$ cat config.mk
export PLATFORM = sky130hd
export DESIGN_NAME = polyphase_mac_engine
export DESIGN_NICKNAME = d
export VERILOG_FILES = /design/src/rtl/polyphase_mac_engine.sv
export SDC_FILE = /design/constraint.sdc
export NUM_CORES = 1
export LEC_CHECK = 0
export BUFFER_PORTS_ARGS = -buffer_cell sky130_fd_sc_hd__buf_2
export CORE_ASPECT_RATIO = 1.75
export CORE_UTILIZATION = 40
export CTS_BUF_LIST = sky130_fd_sc_hd__clkbuf_8
export CTS_CLUSTER_DIAMETER = 120
export DETAILED_ROUTE_END_ITERATION = 7
export GPL_TIMING_DRIVEN = 1
export HOLD_SLACK_MARGIN = 0.02
export SYNTH_ARGS = -nofsm -noshare
export SYNTH_HDL_FRONTEND = slang
export SYNTH_SLANG_ARGS = --single-unit
$ cat constraint.sdc
create_clock -name clk -period 9.4 [get_ports clk]
set_clock_uncertainty 0.2 [all_clocks]
set_input_delay 1.88 -clock clk [delete_from_list [all_inputs] [get_ports clk]]
set_output_delay 1.88 -clock clk [all_outputs]
set_load 0.01 [all_outputs]
$ cat src/rtl/polyphase_mac_engine.sv
// rtl/polyphase_mac_engine.sv - self-sequencing polyphase interpolation MAC engine
//
// Each input sample is stored in a circular sample RAM. The engine then produces
// PHASES outputs, one per polyphase branch. Each output is a TAPS-term dot product
// against an external ROM with a 1-cycle registered read.
//
// Ports:
//   clk, rst               clock; synchronous active-high reset (restarts buffer clear)
//   din/in_valid/in_ready  input sample handshake (ready only in IDLE)
//   coeff_addr/coeff_data  coefficient ROM port, address = p*TAPS + k
//   dout/out_phase         filtered output and its branch index
//   out_valid/out_ready    output handshake; dout/out_phase held until accepted
//   busy                   engine not in IDLE
//
// Build option: define POLYPHASE_MAC_SAT_EN to clamp dout to the OUT_SIZE range.
// Without it, dout is a wrapping truncation to the low OUT_SIZE bits.
module polyphase_mac_engine #(
  parameter int TAPS        = 8,
  parameter int PHASES      = 2,
  parameter int SAMPLE_SIZE = 16,
  parameter int COEFF_SIZE  = 16,
  parameter int ACC_SIZE    = 40,
  parameter int SHIFT       = 3,
  parameter int OUT_SHIFT   = 0,
  parameter int OUT_SIZE    = 16,
  localparam int AW  = $clog2(TAPS),
  localparam int CAW = $clog2(TAPS * PHASES),
  localparam int PW  = (PHASES > 1) ? $clog2(PHASES) : 1
) (
  input  logic                   clk,
  input  logic                   rst,
  input  logic [SAMPLE_SIZE-1:0] din,
  input  logic                   in_valid,
  output logic                   in_ready,
  output logic [CAW-1:0]         coeff_addr,
  input  logic [COEFF_SIZE-1:0]  coeff_data,
  output logic [OUT_SIZE-1:0]    dout,
  output logic [PW-1:0]          out_phase,
  output logic                   out_valid,
  input  logic                   out_ready,
  output logic                   busy
);

  localparam int KW  = $clog2(TAPS + 1);
  localparam int PRW = SAMPLE_SIZE + COEFF_SIZE;
  localparam logic [KW-1:0] K_LAST = KW'(TAPS - 1);
  localparam logic [KW-1:0] K_END  = KW'(TAPS);
  localparam logic [AW-1:0] W_LAST = AW'(TAPS - 1);
  localparam logic [PW-1:0] P_LAST = PW'(PHASES - 1);

  typedef enum logic [1:0] {S_CLEAR, S_IDLE, S_MAC, S_OUT} state_t;

  state_t                      state_q, state_d;
  logic [AW-1:0]               wp_q, wp_d;
  logic [AW-1:0]               n_q, n_d;
  // Shared counter: clear address in CLEAR, tap index in MAC (TAPS = drain cycle).
  logic [KW-1:0]               k_q, k_d;
  logic [PW-1:0]               p_q, p_d;
  logic signed [ACC_SIZE-1:0]  acc_q, acc_d;
  // Read-issue tags, delayed one cycle so they line up with RAM/ROM data.
  logic                        rd_vld_q, rd_vld_d;
  logic                        rd_first_q, rd_first_d;

  logic [SAMPLE_SIZE-1:0]      ram [TAPS];
  logic signed [SAMPLE_SIZE-1:0] x_q;
  logic                        we;
  logic [AW-1:0]               waddr;
  logic [SAMPLE_SIZE-1:0]      wdata;
  logic [AW-1:0]               ra;
  logic [AW:0]                 n_ext, k_ext, ra_ext;

  logic signed [PRW-1:0]       prod, psh;
  logic signed [ACC_SIZE-1:0]  term;
  logic signed [ACC_SIZE-1:0]  acc_sh;

  // Sample address (n-k) mod TAPS, valid for non-power-of-two TAPS as well.
  assign n_ext  = {1'b0, n_q};
  assign k_ext  = (AW + 1)'(k_q);
  assign ra_ext = (n_ext >= k_ext) ? (n_ext - k_ext) : (n_ext + (AW + 1)'(TAPS) - k_ext);
  assign ra     = AW'(ra_ext);

  always_ff @(posedge clk) begin
    if (we) ram[waddr] <= wdata;
    x_q <= ram[ra];
  end

  assign prod = x_q * $signed(coeff_data);
  assign psh  = prod >>> SHIFT;
  assign term = {{(ACC_SIZE - PRW){psh[PRW-1]}}, psh};

  always_ff @(posedge clk) begin
    if (rst) begin
      state_q    <= S_CLEAR;
      wp_q       <= '0;
      n_q        <= '0;
      k_q        <= '0;
      p_q        <= '0;
      acc_q      <= '0;
      rd_vld_q   <= 1'b0;
      rd_first_q <= 1'b0;
    end else begin
      state_q    <= state_d;
      wp_q       <= wp_d;
      n_q        <= n_d;
      k_q        <= k_d;
      p_q        <= p_d;
      acc_q      <= acc_d;
      rd_vld_q   <= rd_vld_d;
      rd_first_q <= rd_first_d;
    end
  end

  always_comb begin
    state_d    = state_q;
    wp_d       = wp_q;
    n_d        = n_q;
    k_d        = k_q;
    p_d        = p_q;
    acc_d      = acc_q;
    rd_vld_d   = 1'b0;
    rd_first_d = 1'b0;
    we         = 1'b0;
    waddr      = wp_q;
    wdata      = din;
    in_ready   = 1'b0;
    out_valid  = 1'b0;
    busy       = 1'b1;
    coeff_addr = '0;

    if (rd_vld_q) acc_d = rd_first_q ? term : (acc_q + term);

    case (state_q)
      S_CLEAR: begin
        we    = 1'b1;
        waddr = AW'(k_q);
        wdata = '0;
        k_d   = k_q + 1'b1;
        if (k_q == K_LAST) begin
          k_d     = '0;
          state_d = S_IDLE;
        end
      end
      S_IDLE: begin
        in_ready = 1'b1;
        busy     = 1'b0;
        if (in_valid) begin
          we      = 1'b1;
          n_d     = wp_q;
          wp_d    = (wp_q == W_LAST) ? '0 : wp_q + 1'b1;
          p_d     = '0;
          k_d     = '0;
          state_d = S_MAC;
        end
      end
      S_MAC: begin
        // The cycle after the last read only lets the final product land.
        if (k_q == K_END) begin
          state_d = S_OUT;
        end else begin
          coeff_addr = CAW'(p_q) * CAW'(TAPS) + CAW'(k_q);
          rd_vld_d   = 1'b1;
          rd_first_d = (k_q == '0);
          k_d        = k_q + 1'b1;
        end
      end
      S_OUT: begin
        out_valid = 1'b1;
        if (out_ready) begin
          k_d = '0;
          if (p_q == P_LAST) begin
            state_d = S_IDLE;
          end else begin
            p_d     = p_q + 1'b1;
            state_d = S_MAC;
          end
        end
      end
      default: state_d = S_CLEAR;
    endcase
  end

  assign acc_sh    = acc_q >>> OUT_SHIFT;
  assign out_phase = p_q;

`ifdef POLYPHASE_MAC_SAT_EN
  localparam logic signed [ACC_SIZE-1:0] SAT_MAX =
    {{(ACC_SIZE - OUT_SIZE + 1){1'b0}}, {(OUT_SIZE - 1){1'b1}}};
  localparam logic signed [ACC_SIZE-1:0] SAT_MIN =
    {{(ACC_SIZE - OUT_SIZE + 1){1'b1}}, {(OUT_SIZE - 1){1'b0}}};

  always_comb begin
    dout = OUT_SIZE'(acc_sh);
    if (acc_sh > SAT_MAX) dout = OUT_SIZE'(SAT_MAX);
    else if (acc_sh < SAT_MIN) dout = OUT_SIZE'(SAT_MIN);
  end
`else
  assign dout = OUT_SIZE'(acc_sh);
`endif

endmodule

Yosys cells after proc, flatten, opt, wreduce, memory -nomap -nowiden
Memories as Yosys holds them, arrays and structs flattened. A register that Yosys moved wholly into a read port is not among the register bits.
Cells that the tools add are included.

word-level totals
  memory bits (writable) = 128
  memories kept = 1
  word-level logic and storage cells = 70
  output and inout bits = 24
  input bits = 36
  flip-flop bits (word level) = 55

cells by class
  multiply operators = 1
  add/sub/neg operators = 8
  magnitude comparators = 1
  muxes and demuxes = 30
  reductions and logical operators = 9
  equality and inequality tests = 11
  bitwise gates (word level) = 1

memories
  name  words  width  read ports  clocked after Yosys merged registers in  write ports  line  RTL
  ram   8      16     1           1                                        1            64    logic [SAMPLE_SIZE-1:0] ram [TAPS];

operators with widths
  cell                   number
  $add A40 B29 Y40       1
  $mux W40               1
  $mul A16 B16 Y32       1
  $mux W4                6
  $mux W16               1
  $pmux W4 S4            1
  $mux W1                10
  $mux W2                5
  $ne A2 B2 Y1 const B   5
  $mux W3                3
  $pmux W2 S4            1
  $add A3 B1 Y3 const B  2
  $reduce_and A3 Y1      2
  $sub A3 B3 Y3          2
  $add A4 B1 Y4 const B  1
  $add A4 B4 Y4          1
  $eq A2 B2 Y1 const B   2
  $eq A4 B3 Y1 const B   1
  $eq A4 B4 Y1 const B   1
  $ge A3 B4 Y1           1
  $logic_not A4 Y1       1
  $pmux W1 S2            2
  $reduce_and A4 Y1      1
  $eq A3 B3 Y1 const B   1
  other kinds (8)        8

Logic depth before layout (Yosys ltp)
  depth in word-level cells = 4
  gate-level depth with buffers = 32
  mapped depth without buffers = 31

Least setup slack after synthesis
Ideal clock, no wire load.

  kind = input -> register
  start point = in coeff_data[5]
  end point = reg acc_q[15]
  stages = 28
  library setup time = 0.079 ns
  arrival = 8.320 ns
  required time = 9.121 ns
  path slack = 0.801 ns
  path buffers = 1
  path through = clkbuf_1 > and2_1 > fa_1 > inv_1 > fa_1 > fa_1 > fa_1 > inv_1 > fa_1 > inv_1 > fa_1 > inv_1 > ha_1 > a21oi_1 > o21ai_0 > a21oi_1 > xnor2_1 > ha_1 > nand2_1 > nor2_1 > a211oi_1 > o31ai_1 > a21o_1 > a21oi_1 > o21ai_0 > mux2_2 > a22o_1 > a211oi_2

between the ends
  longest elaborated chain between the ends = 3

RTL lines
  element                 line  RTL
  start: declaration      36    input logic [COEFF_SIZE-1:0] coeff_data,
  $mul A16 B16 Y32 *      87    assign prod = x_q * $signed(coeff_data);
  $add A40 B29 Y40        130   if (rd_vld_q) acc_d = rd_first_q ? term : (acc_q + term);
  $mux W40 *              130
  end signal: assignment  98    acc_q <= '0;
  end signal: assignment  107   acc_q <= acc_d;
  end: declaration        59    logic signed [ACC_SIZE-1:0] acc_q, acc_d;

Every way passes the cells marked *; elsewhere a longest branch is shown, timed or not.
A chain may end at the register's enable or synchronous reset.

Worst setup path after layout
  start point = in coeff_data[6]
  end point = reg acc_q[15]

The elaborated chain is that of the path after synthesis.

==> results.cfg <==
[clocking]
cts_tree = yes
numCtsBuffers = 17
cts_resized = 0
cts_setup_buffers = 0
htree_levels = 4
path_clk_slew_ps = 110
clock_latency_ps = 480
root_buffer = clkbuf_8
numClockSinks = 175
ctsHoldBuffers = 0
cts.path.max_buffers = 2

[yosys]
synth_top_cell_area_share_pct = 29.7
syn_nets = 1409
netlist-cell-type-count = 54
synth_top_area_cell = edfxtp_1
syn_area_um2 = 12900
syn_avg_cell_area_um2 = 11.1
netlist_top_cells_area = edfxtp_1, fa_1, ha_1, dfxtp_1, inv_1
ys_seq_area_share_pct = 37.0
syn_inst = 1163
ys.flop_type = edfxtp_1
synth-seq-cells = 175
yosys_warnings = 0
synth_edf_count = 128
async_flop_share_pct = 0

[placed_design]
hpwl_um = 20600
dp_cells = 1585
place_area_um2 = 13700
globalplace.congestion = 0.832
io_buffers = 59

[routing]
wl_per_cell_um = 17.2
vias = 8256
drc = 0
wirelength_um = 27800
drtAntennaViolNets = 0
drt_iter0_markers = 493
drt_first_pass_iters = 6
avgViaCountPerCell = 5.10

[worst_setup_path]
cp-start-kind = input pin
r2r-end = acc_q[15]
worstRegToRegCells = 28
cp-end-kind = register
crit_arrival_ps = 8780
path_class = input pin to register
r2r-start = x_q[4]
r2r_slack_ps = 1810
worstPathRequired_ps = 9610
critPathLaunch = coeff_data[6]
crit_fanout = 13

[sta]
final_max_slew_viol_count = 0
setup_viol = 0
post-route-min-period_ps = 8570
relSlewSlack_pct = 31.2
fmax_ghz = 0.117
rsz0062_at_grt = false
hold_violations = 0
tightest_slew_ps = 1030
period_share_pct = 91.2
finalSetupTns_ps = 0

[final_layout]
final_common_cell = inv_1
drive_above_1_share_pct = 13.1
fin_area_um2 = 14100
area_growth_pct = 8.62
fillCellCount = 3016
nNetsFinal = 1454
utilization_pct = 44.4
fin_cells = 1618
final_cell_mix = inv_1, edfxtp_1, nand2_1, fa_1, ha_1

[min_path]
min_path_cells = 2
min_to = n_q[0]
hold_class = register to register
hp-start = n_q[0]

[global_route]
grt_pass1_vias = 8673
grtUsageTotal_pct = 18.3
grt_overflow_total = 0
grt_max_degree = 33
grt_pass1_wl_um = 45000
grt_antenna_before_repair = 3

[floorplan]
die_x_um = 138
die_h_um = 240
design.core.area_um2 = 31600
start_util_pct = 40.9
num_rows = 86
ioPinCount = 60
fp.dieArea_um2 = 33100

[status]
status = completed

[run]
maxCapViolCount = 0
synth_stat cells, drive strengths merged (2+ instances only):
master / n
a211oi: 17
nor2: 60
nand2b: 6
nand2: 127
nand3: 5
mux2i: 7
nor2b: 18
dfxtp: 47
mux2: 17
nor3: 12
a21oi: 37
fa: 124
a21o: 6
buf: 2
inv: 203
xnor2: 35
nor3b: 3
o21bai: 3
xor2: 17
and2: 75
nand3b: 2
a31oi: 6
o21ai: 22
ha: 86
edfxtp: 128
xnor3: 2
mux4: 32
clkbuf: 43
routing by layer:
layer	up-vias	global-route usage, %	routed length, µm	part of all wire, %
li1	3874	-	-	-
met1	4206	19.7	10400	37
met2	124	34.5	15700	57
met3	48	2.78	669	2.4
met4	4	7.87	975	3.5
met5	-	0	20	0.072
flip-flops by register name, indices dropped and copies added (netlist names):
register,count
acc_q,16
wp_q,3
ram,128
rd_vld_q,1
state_q,2
out_phase,1
x_q,16
rd_first_q,1
n_q,3
k_ext,4
critical path, stage by stage:
cell	delay, ps
buf_2	170
and2_1	200
fa_1	530
inv_1	60
fa_1	570
fa_1	440
fa_1	500
inv_1	60
fa_1	540
inv_1	60
fa_1	530
inv_1	50
ha_1	340
a21oi_1	240
o21ai_0	140
a21oi_1	190
xnor2_1	190
ha_1	320
nand2_1	100
nor2_1	60
a211oi_1	210
o31ai_1	140
a21o_1	210
a21oi_1	190
o21ai_0	180
mux2_2	310
a22o_1	190
a211oi_2	210
final cells by class:
| cell class | instances | area (µm²) | share of cell area (%) |
|---|---|---|---|
| Antenna cell | 1 | 2.50 | 0.0178 |
| Clock inverter | 15 | 163 | 1.16 |
| Tap cell | 396 | 495 | 3.52 |
| Inverter | 204 | 766 | 5.45 |
| Clock buffer | 17 | 234 | 1.66 |
| Multi-Input combinational cell | 739 | 7230 | 51.4 |
| Timing Repair Buffer | 71 | 385 | 2.74 |
| Sequential cell | 175 | 4780 | 34.0 |
per-stage QoR:
| step | hold WS (ps) | worst slack, ps |
|---|---|---|
| 2_1_floorplan | 236 | 801 |
| 6_report | 266 | 826 |
| 3_3_place_gp | 254 | 417 |
| 3_5_place_dp | 257 | 280 |
| 4_1_cts | 272 | 789 |
| 5_1_grt | 316 | 308 |
cell families (layout without fill, tap and decap cells):
| family | after synthesis | count (layout) | synth area share [%] |
|---|---|---|---|
| AOI/OAI and AO/OA | 104 | 104 | 4.99 |
| DFF | 175 | 175 | 37.0 |
| other | 0 | 1 | 0 |
| muxes | 56 | 56 | 7.59 |
| adders and majority gates | 210 | 210 | 27.5 |
| buffers and inverters | 249 | 307 | 7.28 |
| and+or+nand+nor | 314 | 314 | 11.5 |
| xor gates and xnor gates | 55 | 55 | 4.17 |
how the worst max path moves through the flow:
stage                            to  slack (ps)
after floorplan           acc_q[15]         800
after global placement    acc_q[15]         420
after detailed placement  acc_q[15]         280
final                     acc_q[15]         830
after global routing      acc_q[15]         310
after CTS                 acc_q[15]         790
Power is not shown: default switching activity piles up to over one toggle a cycle in this logic, so the estimate is an artifact.
